## config.mk

```make
export PLATFORM = sky130hd
export DESIGN_NAME = serial_paralelo_align
export DESIGN_NICKNAME = d
export VERILOG_FILES = /design/src/rtl/serial_paralelo_align_pkg.sv /design/src/rtl/serial_paralelo_align_comma_lock_fsm.sv /design/src/rtl/serial_paralelo_align.sv
export SDC_FILE = /design/constraint.sdc
export NUM_CORES = 1
export LEC_CHECK = 0
export BUFFER_PORTS_ARGS = -buffer_cell sky130_fd_sc_hd__buf_4
export CORE_MARGIN = 1.5
export CORE_UTILIZATION = 25
export DETAILED_ROUTE_END_ITERATION = 10
export PLACE_DENSITY = 0.51
export SYNTH_ARGS = -nofsm -noshare
export SYNTH_HDL_FRONTEND = slang
export SYNTH_SLANG_ARGS = --single-unit
```

## constraint.sdc

```tcl
create_clock -name clk_32f -period 2.27 [get_ports clk_32f]
set_clock_uncertainty 0.15 [all_clocks]
set_input_delay 0.5675 -clock clk_32f [delete_from_list [all_inputs] [get_ports clk_32f]]
set_output_delay 0.5675 -clock clk_32f [all_outputs]
set_load 0.02 [all_outputs]
```

## src/rtl/serial_paralelo_align_pkg.sv

```systemverilog
// Shared types and constants for the serial-to-parallel aligner.
package serial_paralelo_align_pkg;

    // Alignment FSM states; encoding 2'd3 is unused and recovers to HUNT.
    typedef enum logic [1:0] {
        ST_HUNT   = 2'd0,
        ST_SYNC   = 2'd1,
        ST_LOCKED = 2'd2
    } state_e;

    // Default comma pattern for the 8-bit link.
    localparam logic [7:0] DEFAULT_COMMA = 8'hBC;

    // Bits needed to hold 0..max_val; never less than one bit.
    function automatic int unsigned cnt_width(input int unsigned max_val);
        return (max_val == 0) ? 1 : $clog2(max_val + 1);
    endfunction

endpackage

```

## src/rtl/serial_paralelo_align_comma_lock_fsm.sv

```systemverilog
// Alignment FSM: hunts, qualifies and monitors comma alignment.
module serial_paralelo_align_comma_lock_fsm
    import serial_paralelo_align_pkg::*;
#(
    parameter int unsigned LOCK_COUNT = 4,
    parameter int unsigned MAX_GAP    = 16
) (
    input  logic   clk_32f,
    input  logic   reset,
    input  logic   boundary,
    input  logic   is_comma,
    input  logic   hunt_hit,
    output state_e state,
    output logic   locked_nxt_c,
    output logic   present_c,
    output logic   comma_pulse_c
);

    localparam int unsigned CNT_W = cnt_width(LOCK_COUNT);
    localparam int unsigned GAP_W = cnt_width(MAX_GAP);

    state_e             state_q, state_d;
    logic [CNT_W-1:0]   comma_cnt_q, comma_cnt_d;
    logic [GAP_W-1:0]   gap_cnt_q, gap_cnt_d;
    logic [CNT_W-1:0]   comma_inc;
    logic [GAP_W-1:0]   gap_inc;
    logic               comma_last;
    logic               gap_last;

    // Saturating increments and "this word reaches the limit" flags.
    assign comma_inc  = (comma_cnt_q == {CNT_W{1'b1}}) ? comma_cnt_q : comma_cnt_q + CNT_W'(1);
    assign gap_inc    = (gap_cnt_q == {GAP_W{1'b1}}) ? gap_cnt_q : gap_cnt_q + GAP_W'(1);
    assign comma_last = ({1'b0, comma_cnt_q} + (CNT_W+1)'(1)) >= (CNT_W+1)'(LOCK_COUNT);
    assign gap_last   = (MAX_GAP != 0) &&
                        (({1'b0, gap_cnt_q} + (GAP_W+1)'(1)) == (GAP_W+1)'(MAX_GAP));

    assign state = state_q;

    // State and counter registers.
    always_ff @(posedge clk_32f or posedge reset) begin
        if (reset) begin
            state_q     <= ST_HUNT;
            comma_cnt_q <= '0;
            gap_cnt_q   <= '0;
        end else begin
            state_q     <= state_d;
            comma_cnt_q <= comma_cnt_d;
            gap_cnt_q   <= gap_cnt_d;
        end
    end

    // Next-state logic and per-boundary strobes for the output stage.
    always_comb begin
        state_d       = state_q;
        comma_cnt_d   = comma_cnt_q;
        gap_cnt_d     = gap_cnt_q;
        present_c     = 1'b0;
        comma_pulse_c = 1'b0;
        locked_nxt_c  = 1'b0;
        case (state_q)
            ST_HUNT: begin
                if (hunt_hit) begin
                    comma_cnt_d = CNT_W'(1);
                    gap_cnt_d   = '0;
                    state_d     = (LOCK_COUNT == 1) ? ST_LOCKED : ST_SYNC;
                end
            end
            ST_SYNC: begin
                if (boundary) begin
                    if (is_comma) begin
                        comma_cnt_d = comma_inc;
                        if (comma_last) begin
                            state_d   = ST_LOCKED;
                            gap_cnt_d = '0;
                        end
                    end else begin
                        state_d     = ST_HUNT;
                        comma_cnt_d = '0;
                    end
                end
            end
            ST_LOCKED: begin
                if (boundary) begin
                    if (is_comma) begin
                        comma_pulse_c = 1'b1;
                        gap_cnt_d     = '0;
                    end else begin
                        gap_cnt_d = gap_inc;
                        if (gap_last) begin
                            state_d     = ST_HUNT;
                            comma_cnt_d = '0;
                        end else begin
                            present_c = 1'b1;
                        end
                    end
                end
            end
            default: begin
                state_d     = ST_HUNT;
                comma_cnt_d = '0;
                gap_cnt_d   = '0;
            end
        endcase
        locked_nxt_c = (state_d == ST_LOCKED);
    end

endmodule

```

## src/rtl/serial_paralelo_align.sv

```systemverilog
// MSB-first serial-to-parallel converter with comma-based word alignment.
module serial_paralelo_align
    import serial_paralelo_align_pkg::*;
#(
    parameter int unsigned      WIDTH      = 8,
    parameter logic [WIDTH-1:0] COMMA      = WIDTH'(DEFAULT_COMMA),
    parameter int unsigned      LOCK_COUNT = 4,
    parameter int unsigned      MAX_GAP    = 16
) (
    input  logic             clk_32f,
    input  logic             reset,
    input  logic             data_in_SP,
    output logic [WIDTH-1:0] data_out_SP,
    output logic             valid_SP,
    output logic             active,
    output logic             comma_det
);

    localparam int unsigned BIT_W = $clog2(WIDTH + 1);

    if (WIDTH < 4) begin : g_bad_width
        $error("serial_paralelo_align: WIDTH must be at least 4");
    end
    if (COMMA == '0) begin : g_bad_comma
        $error("serial_paralelo_align: COMMA must be non-zero");
    end
    if (LOCK_COUNT < 1) begin : g_bad_lock
        $error("serial_paralelo_align: LOCK_COUNT must be at least 1");
    end

    logic [WIDTH-1:0] sh_q, sh_d;
    logic [BIT_W-1:0] bitcnt_q, bitcnt_d;
    logic [WIDTH-1:0] data_out_q, data_out_d;
    logic             valid_q, valid_d;
    logic             active_q, active_d;
    logic             comma_det_q, comma_det_d;

    state_e           state;
    logic             boundary;
    logic             is_comma;
    logic             hunt_hit;
    logic             locked_nxt_c;
    logic             present_c;
    logic             comma_pulse_c;

    assign boundary = (bitcnt_q == BIT_W'(WIDTH));
    assign is_comma = (sh_q == COMMA);
    assign hunt_hit = (state == ST_HUNT) && is_comma;

    serial_paralelo_align_comma_lock_fsm #(
        .LOCK_COUNT (LOCK_COUNT),
        .MAX_GAP    (MAX_GAP)
    ) u_fsm (
        .clk_32f       (clk_32f),
        .reset         (reset),
        .boundary      (boundary),
        .is_comma      (is_comma),
        .hunt_hit      (hunt_hit),
        .state         (state),
        .locked_nxt_c  (locked_nxt_c),
        .present_c     (present_c),
        .comma_pulse_c (comma_pulse_c)
    );

    // Shift register and bit counter; the counter restarts on a hunt hit or a boundary.
    always_comb begin
        sh_d     = {sh_q[WIDTH-2:0], data_in_SP};
        bitcnt_d = bitcnt_q;
        if (boundary || hunt_hit) begin
            bitcnt_d = BIT_W'(1);
        end else if (state != ST_HUNT) begin
            bitcnt_d = bitcnt_q + BIT_W'(1);
        end
    end

    // Output stage: present data words, blank on commas and whenever not locked.
    always_comb begin
        data_out_d  = data_out_q;
        valid_d     = valid_q;
        active_d    = locked_nxt_c;
        comma_det_d = comma_pulse_c;
        if (present_c) begin
            data_out_d = sh_q;
            valid_d    = 1'b1;
        end
        if (comma_pulse_c || !locked_nxt_c) begin
            data_out_d = '0;
            valid_d    = 1'b0;
        end
    end

    // Datapath and output registers.
    always_ff @(posedge clk_32f or posedge reset) begin
        if (reset) begin
            sh_q        <= '0;
            bitcnt_q    <= '0;
            data_out_q  <= '0;
            valid_q     <= 1'b0;
            active_q    <= 1'b0;
            comma_det_q <= 1'b0;
        end else begin
            sh_q        <= sh_d;
            bitcnt_q    <= bitcnt_d;
            data_out_q  <= data_out_d;
            valid_q     <= valid_d;
            active_q    <= active_d;
            comma_det_q <= comma_det_d;
        end
    end

    assign data_out_SP = data_out_q;
    assign valid_SP    = valid_q;
    assign active      = active_q;
    assign comma_det   = comma_det_q;

endmodule
```

Word-level counts from Yosys, hierarchy flattened
Index checks and enable logic that the tools add are counted.
- register bits: 33
- input port bits: 3
- output and inout bits: 11
- add/sub/neg operators: 5
- $lt $le $gt $ge: 1
- equality and inequality tests: 17
- multiplexer cells: 37
- reductions and logical operators: 10
- operators by type and width (kind ; number):
    5-bit two-way mux ; 7
    3-bit two-way mux ; 7
    8-bit two-way mux ; 2
    5-bit case mux with 3 select lines ; 1
    2-bit two-way mux ; 7
    6-bit AND reduction ; 2
    2-bit inequality test (second input constant) ; 5
    1-bit two-way mux ; 9
    3-bit case mux with 3 select lines ; 1
    8-bit == test (second input constant) ; 1
    4-bit two-way mux ; 2
    5-bit by 1-bit adder with 6-bit output (second input constant) ; 1
    6-bit by 5-bit == test with 1-bit output (second input constant) ; 1
    3-bit inequality test (second input constant) ; 2
    2-bit case mux with 3 select lines ; 1
    2-bit nonzero test ; 3
    5-bit by 1-bit adder with 5-bit output (second input constant) ; 1
    5-bit == test (second input constant) ; 1
    3-bit by 1-bit adder with 4-bit output (second input constant) ; 1
    4-bit by 1-bit adder with 4-bit output (second input constant) ; 1
    2-bit == test (second input constant) ; 2
    4-bit == test (second input constant) ; 1
    4-bit by 3-bit >= comparator with 1-bit output (second input constant) ; 1
    2-bit by 1-bit inequality test with 1-bit output (second input constant) ; 2
    other kinds (7) ; 8

Longest topological paths before layout
Gate-level depths: netlist of run 1.
- word-level depth: 10
- depth in mapped cells: 8

Modules after synthesis
From an unflattened synthesis of run 1, not the netlist that was laid out.
- cell total of the unflattened synthesis: 154
- area total of the unflattened synthesis: 1650.3 µm²
- modules (own cells, without submodules) (module ; times used ; cells each ; area an instance (µm²) ; sequential area each (µm²)):
    serial_paralelo_align ; 1 ; 73 ; 905.9 ; 575.6
    serial_paralelo_align_comma_lock_fsm ; 1 ; 81 ; 744.5 ; 250.2

Least setup slack after synthesis of run 1
OpenSTA, ideal clock, no wires.
- kind: register to register
- start point: reg u_fsm.gap_cnt_q[0]
- end point: reg u_fsm.gap_cnt_q[3]
- library setup time: 83 ps
- arrival: 2032 ps
- path slack: 5 ps
- cell stages (with the launch flop): 9
- clock period less this slack: 2265 ps
- cell sequence: dfrtp_1 > ha_1 > and3_1 > ha_1 > inv_1 > o21ai_0 > a211o_1 > or4_1 > o21ai_0
- longest elaborated chain between the ends: 5
- elaborated cells on any way between the ends: 8
- classes of those cells: 1 x add/sub; 2 x eq/ne; 4 x mux; 1 x reduce/logical
- ends and longest elaborated chain (element ; RTL line ; RTL):
    start: declaration ; serial_paralelo_align_comma_lock_fsm.sv:24 ; logic [GAP_W-1:0] gap_cnt_q, gap_cnt_d;
    start signal: assignment ; serial_paralelo_align_comma_lock_fsm.sv:48 ; gap_cnt_q <= gap_cnt_d;
    5-bit by 1-bit adder with 5-bit output ; serial_paralelo_align_comma_lock_fsm.sv:32 ; assign gap_inc = (gap_cnt_q == {GAP_W{1'b1}}) ? gap_cnt_q : gap_cnt_q + GAP_W'(1);
    5-bit two-way mux ; serial_paralelo_align_comma_lock_fsm.sv:32 ;
    5-bit two-way mux ; serial_paralelo_align_comma_lock_fsm.sv:84 ; if (is_comma) begin
    5-bit two-way mux ; serial_paralelo_align_comma_lock_fsm.sv:83 ; if (boundary) begin
    5-bit case mux with 3 select lines ; serial_paralelo_align_comma_lock_fsm.sv:60 ; case (state_q)
Several ways; a longest one is shown, not always the timed one. The select of a mux whose other input is x is not followed.
A chain may end at the register's enable or synchronous reset.

Final worst setup path of run 1
- start point: reg u_fsm.comma_cnt_q[0]
- end point: reg data_out_q[0] (netlist: data_out_SP[0])
- longest elaborated chain between the ends: 10
- elaborated cells on any way between the ends: 11
- classes of those cells: 1 x add/sub; 1 x order compare; 1 x eq/ne; 5 x mux; 3 x reduce/logical
- ends and longest elaborated chain (element ; RTL line ; RTL):
    start: declaration ; serial_paralelo_align_comma_lock_fsm.sv:23 ; logic [CNT_W-1:0] comma_cnt_q, comma_cnt_d;
    start signal: assignment ; serial_paralelo_align_comma_lock_fsm.sv:47 ; comma_cnt_q <= comma_cnt_d;
    3-bit by 1-bit adder with 4-bit output (*) ; serial_paralelo_align_comma_lock_fsm.sv:33 ; assign comma_last = ({1'b0, comma_cnt_q} + (CNT_W+1)'(1)) >= (CNT_W+1)'(LOCK_COUNT);
    4-bit by 3-bit >= comparator with 1-bit output (*) ; serial_paralelo_align_comma_lock_fsm.sv:33 ;
    2-bit two-way mux (*) ; serial_paralelo_align_comma_lock_fsm.sv:72 ; if (comma_last) begin
    2-bit two-way mux (*) ; serial_paralelo_align_comma_lock_fsm.sv:70 ; if (is_comma) begin
    2-bit two-way mux (*) ; serial_paralelo_align_comma_lock_fsm.sv:69 ; if (boundary) begin
    2-bit case mux with 3 select lines (*) ; serial_paralelo_align_comma_lock_fsm.sv:60 ;
    2-bit == test (*) ; serial_paralelo_align_comma_lock_fsm.sv:104 ; locked_nxt_c = (state_d == ST_LOCKED);
    1-bit logical NOT (*) ; serial_paralelo_align.sv:86 ; if (comma_pulse_c || !locked_nxt_c) begin
    1-bit logical OR (*) ; serial_paralelo_align.sv:86 ;
    8-bit two-way mux / 2-bit nonzero test (equally long branches) ; n/a ;
    end signal: assignment ; serial_paralelo_align.sv:104 ; data_out_q <= data_out_d;
    end: declaration ; serial_paralelo_align.sv:33 ; logic [WIDTH-1:0] data_out_q, data_out_d;
Every way passes the cells marked *; elsewhere a longest branch is shown, timed or not.

==> qor.csv, run 1 <==
metric;value;unit
required;2.35;ns
synth_xor_area_share;0;%
grtUsageTotal;10.7;%
n_fill_cell;605;
cts-root-buf;clkbuf_8;
overflow;0;
postSynthRegisterBits;33;
reg2reg_depth;6;
yosysSeqAreaShare;54.9;%
power_density;807;nW/um2
cts_buffers;5;
vias_per_cell;4.66;
portBuffers;13;
synth-edff-count;0;
ys_dominant_reg_cell;dfrtp_1;
async_flop_share;100;%
clock-sinks;33;
relSlewSlack;72.0;%
ant_nets;0;
avgSynthCellArea;10.5;um2
total_power;0.00151;W
cp_max_fo;9;
drive_gt1_share;21.9;%
core;5850;um2
leakagePower;0.889;nW
rsz0062_at_grt;false;
yosys_warnings;0;
first_iter_violations;71;
wl_per_cell;12.2;um
synth_top_family_by_area;compound AO/OA/AOI/OAI gates;
final_util;32.0;%
r2r-end;data_out_SP[0];
period_share;93.2;%
synthSimpleGateAreaFrac;17.7;%
cts_max_level;2;
grt_pass1_vias;1109;
start_kind;flip-flop;
core.rowCount;28;
crit_type;reg -> reg;
cts_hold_buffers;0;
ff2ff_setup_slack;0.15;ns
synth_adder_area_share;4.99;%
drv_slew;0;
critPathCapture;data_out_SP[0];
initial_core_util;25.7;%
place_hpwl;2.06;mm
r2r-start;u_fsm.comma_cnt_q[0];
place.gp.congestion;0.825;
die-area;6500;um2
drv_cap;0;
drc_errors;0;
cts_tree;yes;
path_clk_slew;0.07;ns
setup_violations;0;
setup_tns;0;ns
min_path_type;in -> async;
die_height;80.6;um
clk_latency;0.29;ns
place_area;1740;um2
yosysUniqueCellTypes;37;
nNetsFinal;177;
cts_buffer_depth;2;
syn2layout_area_growth;24.2;%
fmax;0.472;GHz
first_pass_iters;4;
peakVddDrop;0.494;mV
preCtsSetupSlack;0.0102;ns
worstPathArrival;2.20;ns
synth-compound-area-share;18.7;%
status;finished, final reports clean;
wirelength;2.97;mm
crit_start;u_fsm.comma_cnt_q[0];
finish.instance_area;1870;um2
worst_setup_path_end_kind;flip-flop;
synth_area;1510;um2
hold_viol;0;
synth_fp_nets;152;
fin_crit;2.12;ns
diodes;0;
via_count;1137;
io_pins;14;
synth.mux.area_fraction;0;%
synthCells;143;
worstMarginPinSlew;0.419;ns
grt_pass1_wl;5.04;mm
grt_max_degree;34;
fin_ws;0.154;ns
antenna_found_initial;0;
dieWidth;80.6;um
[sequential cells by signal, indices dropped and copies added, names as in the netlist]
| name | flops |
|---|---|
| active | 1 |
| bitcnt_q | 4 |
| comma_det | 1 |
| data_out_SP | 8 |
| sh_q | 8 |
| u_fsm.comma_cnt_q | 3 |
| u_fsm.gap_cnt_q | 5 |
| u_fsm.state | 2 |
| valid_SP | 1 |
[routing by layer]
layer  global-route usage, %  wire (um)  up-vias
met5                       0          0        -
met4                    7.24         82        0
met3                    3.07         85        7
met2                    15.6       1270       16
met1                    13.4       1540      541
li1                        -          -      573
[metrics by stage]
stage                     hold slack (ns)  std cells
after global placement              0.235        235
after global routing                0.225        244
after CTS                           0.227        243
after floorplan                     0.217        143
final                               0.217        244
after detailed placement            0.231        235
[cell usage after synthesis (all sizes together), types with 3 or more instances]
cell	count	share of area, %
a21oi	9	3.0
a22o	8	4.7
clkbuf	4	1.0
dfrtp	33	55
ha	6	5.0
inv	8	2.0
nand2	14	3.5
nand2b	3	1.2
nand3	7	2.3
nor2	9	2.2
o21ai	11	3.9
o2bb2ai	3	1.7
[how the worst min path moves through the flow]
| stage | start | end | slack (ns) | cells after the start |
|---|---|---|---|---|
| 2_1_floorplan | sh_q[6] | sh_q[7] | 0.22 | 0 |
| 3_3_place_gp | sh_q[6] | sh_q[7] | 0.23 | 0 |
| 3_5_place_dp | sh_q[6] | sh_q[7] | 0.23 | 0 |
| 4_1_cts | reset | u_fsm.gap_cnt_q[1] | 0.23 | 3 |
| 5_1_grt | data_in_SP | sh_q[0] | 0.23 | 1 |
| 6_report | reset | u_fsm.comma_cnt_q[0] | 0.22 | 3 |
[logic make-up after synthesis]
logic type / after synthesis
flip-flops: 33
AND/OR/NAND/NOR: 50
adder cells (fa/ha/maj): 6
AO/OA/AOI/OAI: 41
buffers and inverters: 13
[cell usage in the layout, fill, tap and decap left out, types with 2 or more instances in the layout]
cell type	count
dfrtp_1	33
buf_4	23
nand2_1	14
o21ai_0	9
a21oi_1	9
inv_1	8
nor2_1	8
nand3_1	7
a22o_1	7
ha_1	6
clkbuf_8	6
nand2b_1	3
o2bb2ai_1	3
a311oi_1	2
and2_1	2
nand3b_1	2
o21bai_1	2
nor3_1	2
[cell type report]
type	instances	area [um2]	share of cell area [%]
timing repair buffer	23	173	9.24
sequential	33	826	44.2
clock inverter	2	37.5	2.01
clock buffer	6	82.6	4.42
inverter	8	30.0	1.61
tap	75	93.8	5.02
multi-input combinational	97	627	33.5
[timing repair]
action                                  CTS  global route
buffers inserted                          0             1
endpoints found under the setup margin    0            10
gates resized for setup                   0             3
[power by group]
group	internal [W]	switching [W]	leakage, nW	total (W)
sequential	0.000636	0.0000469	0.424	0.000683
combinational	0.000115	0.000134	0.407	0.000248
clock	0.000357	0.000221	0.0574	0.000578
[worst max-delay path, cell delays in order (launching register included)]
cell	delay, ns
dfrtp_1	0.41
ha_1	0.21
ha_1	0.29
a311oi_1	0.06
or4_4	0.52
o21ai_2	0.19
a22o_2	0.22
Power figures use the tool's default switching activity.
==> run 2, diff against run 1 <==
--- a/config.mk
+++ b/config.mk
@@ -9,7 +9,7 @@
 export CORE_MARGIN = 1.5
 export CORE_UTILIZATION = 25
 export DETAILED_ROUTE_END_ITERATION = 10
-export PLACE_DENSITY = 0.51
+export PLACE_DENSITY = 0.49
 export SYNTH_ARGS = -nofsm -noshare
 export SYNTH_HDL_FRONTEND = slang
 export SYNTH_SLANG_ARGS = --single-unit
==> constraint.sdc (replaced) <==
create_clock -name clk_32f -period 2.2 [get_ports clk_32f]
set_clock_uncertainty 0.15 [all_clocks]
set_input_delay 0.55 -clock clk_32f [delete_from_list [all_inputs] [get_ports clk_32f]]
set_output_delay 0.55 -clock clk_32f [all_outputs]
set_load 0.02 [all_outputs]
==> run 2 against run 1 <==
Sequential share of layout area down 0.90 points. Count of clock-buffer cells in the layout shrank 1. Non-clock buffer count grew 4. Wire length grew 8.8%. Global-route usage rose by 0.29 points. Maximum frequency rose by 1.3%. First-iteration DRC count shrank 21%. Via count grew 3.2%. Sequential power rose by 3.5%. Hold slack lost 0.026 ns. Critical endpoint is now u_fsm.gap_cnt_q[3].
==> qor.csv, run 2 (synthesis results as in run 1) <==
metric;value;unit;change
grtUsageTotal;10.9;%;+0.29 points
grt_pass1_vias;1085;;-2.2%
combPwrFrac;17.5;%;+1.0 points
cts_hold_buffers;0;;unchanged
setup_violations;0;;unchanged
nNetsFinal;181;;+2.3%
diodes;0;;unchanged
crit_type;reg -> reg;;
cts_buffer_depth;2;;unchanged
ant_nets;0;;unchanged
clk_latency;0.29;ns;about the same
place_hpwl;2.28;mm;+10%
min_path_type;in -> async;;
dieWidth;80.6;um;unchanged
clock-sinks;33;;unchanged
final_common_cell;dfrtp_1;;
vias_per_cell;4.73;;+1.5%
layout_common_cells;dfrtp_1 (33), buf_4 (27), nand2_1 (14), o21ai_0 (9), a21oi_1 (9);;
status;finished, final reports clean;;
peakVddDrop;0.548;mV;+11%
drive_gt1_share;25.4;%;+3.5 points
hold_viol;0;;unchanged
core;5850;um2;unchanged
antenna_found_initial;0;;unchanged
first_pass_iters;4;;unchanged
cp_max_fo;2;;-7
initial_core_util;25.7;%;unchanged
setup_tns;0;ns;unchanged
total_power;0.00156;W;+3.3%
power_density;817;nW/um2;+1.2%
crit_start;u_fsm.gap_cnt_q[1];;
cts_buffers;5;;unchanged
die-area;6500;um2;unchanged
cts-root-buf;clkbuf_8;;
start_kind;flip-flop;;
final_cells;248;;+1.6%
max_stage_delay;0.39;ns;-0.13 ns
worst_setup_path_end_kind;flip-flop;;
cpMaxStageDelayCell;dfrtp_1;;
syn2layout_area_growth;26.8;%;
core.rowCount;28;;unchanged
power_switching_share;28.2;%;+1.6 points
required;2.27;ns;-0.08 ns
drv_cap;0;;unchanged
cts_max_level;2;;unchanged
seqPwrFrac;45.3;%;about the same
period_share;95.0;%;+1.8 points
leakagePower;0.900;nW;+1.2%
rsz0062_at_grt;false;;
via_count;1173;;+3.2%
fin_crit;2.09;ns;-0.0266 ns
drc_errors;0;;unchanged
place.gp.congestion;0.733;;-11%
portBuffers;13;;unchanged
overflow;0;;unchanged
cp_common_cell;ha_2;;
fin_ws;0.110;ns;-0.0434 ns
worstPathArrival;2.16;ns;-0.04 ns
die_height;80.6;um;unchanged
cp_cell_sequence;ha_2 -> and3_1 -> ha_2 -> inv_2 -> o21ai_0 -> a211o_1 -> or4_1 -> o21ai_1;;
critPathCapture;u_fsm.gap_cnt_q[3];;
wirelength;3.24;mm;+8.8%
preCtsSetupSlack;0.0212;ns;+0.0110 ns
io_pins;14;;unchanged
wl_per_cell;13.0;um;+7.1%
n_fill_cell;581;;-4.0%
reg2reg_depth;8;;+2
r2r-end;u_fsm.gap_cnt_q[3];;
p_sw;0.000440;W;+9.4%
grt_max_degree;34;;unchanged
ff2ff_setup_slack;0.11;ns;-0.04 ns
r2r-start;u_fsm.gap_cnt_q[1];;
path_clk_slew;0.08;ns;about the same
cell_internal_pwr;0.00112;W;+1.1%
relSlewSlack;72.8;%;+0.77 points
grt_pass1_wl;5.33;mm;+5.6%
cts_tree;yes;;
worstMarginPinSlew;0.408;ns;-0.0116 ns
first_iter_violations;56;;-21%
drv_slew;0;;unchanged
final_util;32.6;%;+0.66 points
dp_cells;236;;+0.43%
fmax;0.479;GHz;+1.3%
clkPwrFrac;37.2;%;-1.1 points
==> run 2: cell types whose count changed in the layout (fill, tap and decap cells not counted), sizes merged <==
cell and delta:
buf +4, clkinv +1, clkbuf -1
==> run 2: power by group through the flow <==
stage	clock network (W)	registers (W)	logic (W)
4_1_cts	0.000596	0.000707	0.000270
3_5_place_dp	0	0.000719	0.000265
6_report	0.000579	0.000707	0.000273
3_3_place_gp	0	0.000715	0.000252
5_1_grt	0.000624	0.000716	0.000315
2_1_floorplan	0	0.000702	0.000188
==> run 2: metal layers <==
| layer | global-route usage [%] | vias up | wire, um |
|---|---|---|---|
| li1 | - | 572 | - |
| met2 | 15.6 | 26 | 1490 |
| met1 | 14.9 | 567 | 1550 |
| met4 | 4.48 | 0 | 56 |
| met3 | 3.86 | 8 | 143 |
| met5 | 0 | - | 0 |
==> run 2: worst max-delay path, delay by kind of cell (launching register included) <==
kind / cells / cell delay, ns
fa+ha+maj: 2 / 0.38
compound gates: 3 / 0.47
flops: 1 / 0.39
buf+inv: 1 / 0.05
simple gates: 2 / 0.58
==> run 2: cell type report <==
| class | count | area (um2) | area share, % |
|---|---|---|---|
| Sequential cell | 33 | 826 | 43.3 |
| Inverter | 8 | 30.0 | 1.57 |
| Multi-Input combinational cell | 97 | 641 | 33.6 |
| Clock inverter | 3 | 46.3 | 2.43 |
| Tap cell | 75 | 93.8 | 4.92 |
| Clock buffer | 5 | 68.8 | 3.61 |
| Timing Repair Buffer | 27 | 203 | 10.6 |
==> run 2: per-stage QoR <==
step	instance area (um2)	hold WS (ns)
2_1_floorplan	1510	0.217
3_3_place_gp	1750	0.231
3_5_place_dp	1750	0.245
4_1_cts	1860	0.202
5_1_grt	1910	0.205
6_report	1910	0.192
==> run 2: worst min path at each step <==
stage,endpoint,start
floorplan,sh_q[7],sh_q[6]
global placement,sh_q[7],sh_q[6]
detailed placement,sh_q[3],sh_q[2]
CTS,u_fsm.comma_cnt_q[0],reset
global route,sh_q[0],data_in_SP
finish,u_fsm.comma_cnt_q[0],reset
==> run 2: what timing repair did <==
item                                    4_1_cts  5_1_grt
endpoints found under the setup margin        0       12
resized for setup                             0        6
setup buffers                                 0        4
==> run 3, diff against run 2 <==
--- a/config.mk
+++ b/config.mk
@@ -12,4 +12,5 @@
 export PLACE_DENSITY = 0.49
 export SYNTH_ARGS = -nofsm -noshare
 export SYNTH_HDL_FRONTEND = slang
+export SYNTH_HIERARCHICAL = 1
 export SYNTH_SLANG_ARGS = --single-unit
==> run 3 against run 2 <==
First-iteration DRC count down 13%. Critical path depth up 1. Critical path type unchanged. Die area increased by 9.3%.
==> qor.csv, run 3 <==
metric;value;unit;change
core.rowCount;29;;+3.6%
dp_cells;259;;+9.7%
synth_most_common_cell;dfrtp_1;;
final_common_cell;dfrtp_1;;
hold_viol;0;;unchanged
min_path_type;in -> reg;;
portBuffers;13;;unchanged
r2r-start;u_fsm/gap_cnt_q[0];;
ant_nets;0;;unchanged
antenna_found_initial;0;;unchanged
clock-sinks;33;;unchanged
r2r-end;data_out_SP[4];;
drv_slew;0;;unchanged
cts-root-buf;clkbuf_8;;
min_path_cells;1;;
drive_gt1_share;30.4;%;+4.9 points
grt_max_degree;23;;-32%
wirelength;3.56;mm;+10%
cts_setup_buffers;0;;unchanged
path_clk_slew;0.07;ns;about the same
fin_crit;2.09;ns;-0.00412 ns
yosys_warnings;6;;+6
final_util;34.0;%;+1.4 points
cts_buffer_depth;2;;unchanged
n_fill_cell;635;;+9.3%
via_count;1258;;+7.2%
dieWidth;84.3;um;+4.5%
diodes;0;;unchanged
synth-edff-count;0;;unchanged
yosys.area.top_type;dfrtp_1;;
grt_pass1_vias;1243;;+15%
hold_path_end;sh_q[0];;
vias_per_cell;4.69;;-0.76%
reg2reg_depth;9;;+1
start_kind;flip-flop;;
grt_pass1_wl;6.04;mm;+13%
ff2ff_setup_slack;0.11;ns;about the same
die_height;84.3;um;+4.5%
grtUsageTotal;10.7;%;-0.25 points
finish.instance_area;2160;um2;+13%
io_pins;14;;unchanged
drc_errors;0;;unchanged
synth_area;1650;um2;+9.6%
multi_input_area;791;um2;+23%
synthCells;154;;+7.7%
place_hpwl;2.57;mm;+13%
first_pass_iters;4;;unchanged
cts_max_level;2;;unchanged
worstPathArrival;2.11;ns;-0.05 ns
drv_cap;0;;unchanged
wl_per_cell;13.3;um;+1.9%
power_density;680;nW/um2;-17%
required;2.22;ns;-0.05 ns
cp_max_fo;9;;+7
place.gp.congestion;0.759;;+3.5%
nNetsFinal;199;;+9.9%
max_stage_delay;0.39;ns;about the same
relSlewSlack;68.8;%;-4.0 points
setup_tns;0;ns;unchanged
cts_buffers;5;;unchanged
peakVddDrop;0.361;mV;-34%
overflow;0;;unchanged
synthTopCellsByCount;dfrtp_1 (33), nor2_1 (16), o21ai_0 (12), inv_1 (9);;
cts_tree;yes;;
synth_fp_nets;163;;+7.2%
postSynthRegisterBits;33;;unchanged
syn2layout_area_growth;30.9;%;
synthTopCellsByArea;dfrtp_1 (50%), mux2i_1 (4.9%), ha_1 (4.5%);;
clk_latency;0.28;ns;about the same
worstMarginPinSlew;0.467;ns;+0.0591 ns
crit_type;reg -> reg;;
cp_cell_sequence;ha_1 -> and3_1 -> ha_1 -> o2111ai_4 -> o21ai_2 -> o21ai_2 -> nand2b_1 -> buf_12 -> nor2_1;;
final_cells;268;;+8.1%
die-area;7100;um2;+9.3%
status;finished, final reports clean;;
cpMaxStageDelayCell;dfrtp_1;;
async_flop_share;100;%;unchanged
first_iter_violations;49;;-13%
leakagePower;0.943;nW;+4.8%
seq_area;826;um2;unchanged
initial_core_util;26.0;%;+0.26 points
core;6350;um2;+8.5%
min_from;data_in_SP;;
yosysTopAreaCellShare;50.0;%;-4.8 points
worst_setup_path_end_kind;flip-flop;;
avgSynthCellArea;10.7;um2;+1.8%
ys_dominant_reg_cell;dfrtp_1;;
period_share;94.8;%;-0.19 points
place_area;1990;um2;+14%
fmax;0.479;GHz;+0.20%
total_power;0.00147;W;-5.8%
layout_common_cells;dfrtp_1 (33), buf_4 (31), nor2_1 (15), o21ai_0 (10), inv_1 (9);;
yosysUniqueCellTypes;41;;+11%
setup_violations;0;;unchanged
yosysSeqAreaShare;50.0;%;-4.8 points
==> run 3: cell types whose count changed in the layout (fill, tap and decap cells not counted), moves of 3 or more <==
cell / previous run / this run
a21oi_1: 9 / 1
a22o_1: 7 / 0
o21ai_2: 0 / 3
ha_1: 3 / 6
o31ai_1: 0 / 4
ha_2: 3 / 0
nand2_1: 14 / 8
mux2i_1: 0 / 8
nor2_1: 8 / 15
o211ai_1: 0 / 3
o2bb2ai_1: 3 / 0
buf_4: 27 / 31
==> run 3: what timing repair did <==
item | in CTS | in global routing
pin swaps | 0 | 1
endpoints found under the setup margin | 9 | 13
endpoints found under the hold margin | 1 | 0
gates resized for setup | 2 | 8
hold buffers | 1 | 0
==> run 3: area by class of cell <==
class	instances	area share, %
clock buffer	7	4.00
clock inverter	1	1.39
inverter	10	1.74
multi-input combinational	105	36.6
sequential	33	38.2
tap	77	4.46
timing repair buffer	35	13.6
==> run 3: kinds of logic after synthesis <==
group                      after synthesis  synth area share [%]
buffers and inverters                   16                  4.32
and+or+nand+nor                         55                  19.0
adders and majority gates                6                  4.55
AOI/OAI and AO/OA                       36                  17.2
DFF                                     33                  50.0
muxes                                    8                  4.85
==> run 3: per-layer routing <==
| layer | global-route usage, % | up-vias | part of all wire [%] |
|---|---|---|---|
| li1 | - | 636 | - |
| met1 | 15.0 | 608 | 50 |
| met2 | 15.6 | 12 | 46 |
| met3 | 3.05 | 2 | 3.0 |
| met4 | 4.02 | 0 | 0.95 |
| met5 | 0 | - | 0 |
==> run 3: metrics by stage <==
stage	setup slack [ns]	hold slack [ns]
3_5_place_dp	-0.0313	0.232
3_3_place_gp	-0.0634	0.223
6_report	0.114	0.230
4_1_cts	0.0467	0.220
5_1_grt	-0.00821	0.212
2_1_floorplan	0.0391	0.217
==> run 3: power by group <==
| part | switching, W | internal (W) |
|---|---|---|
| Combinational | 0.000105 | 0.0000876 |
| Clock | 0.000218 | 0.000369 |
| Sequential | 0.0000430 | 0.000646 |
==> run 3: worst max-delay path: cells and delay by family (launching register included) <==
family,cells,cell delay [ns]
fa+ha+maj,2,0.55
simple gates,3,0.32
flops,1,0.39
compound gates,3,0.42
buf+inv,1,0.13
==> run 3: how the worst max path moves through the flow <==
stage | startpoint | endpoint | slack [ns] | cells after the start
2_1_floorplan | u_fsm/gap_cnt_q[0] | data_out_SP[0] | 0.04 | 9
3_3_place_gp | u_fsm/gap_cnt_q[0] | data_out_SP[0] | -0.06 | 9
3_5_place_dp | u_fsm/gap_cnt_q[0] | data_out_SP[2] | -0.03 | 9
4_1_cts | u_fsm/gap_cnt_q[0] | data_out_SP[3] | 0.05 | 9
5_1_grt | u_fsm/gap_cnt_q[0] | data_out_SP[4] | -0.008 | 9
6_report | u_fsm/gap_cnt_q[0] | data_out_SP[4] | 0.11 | 9
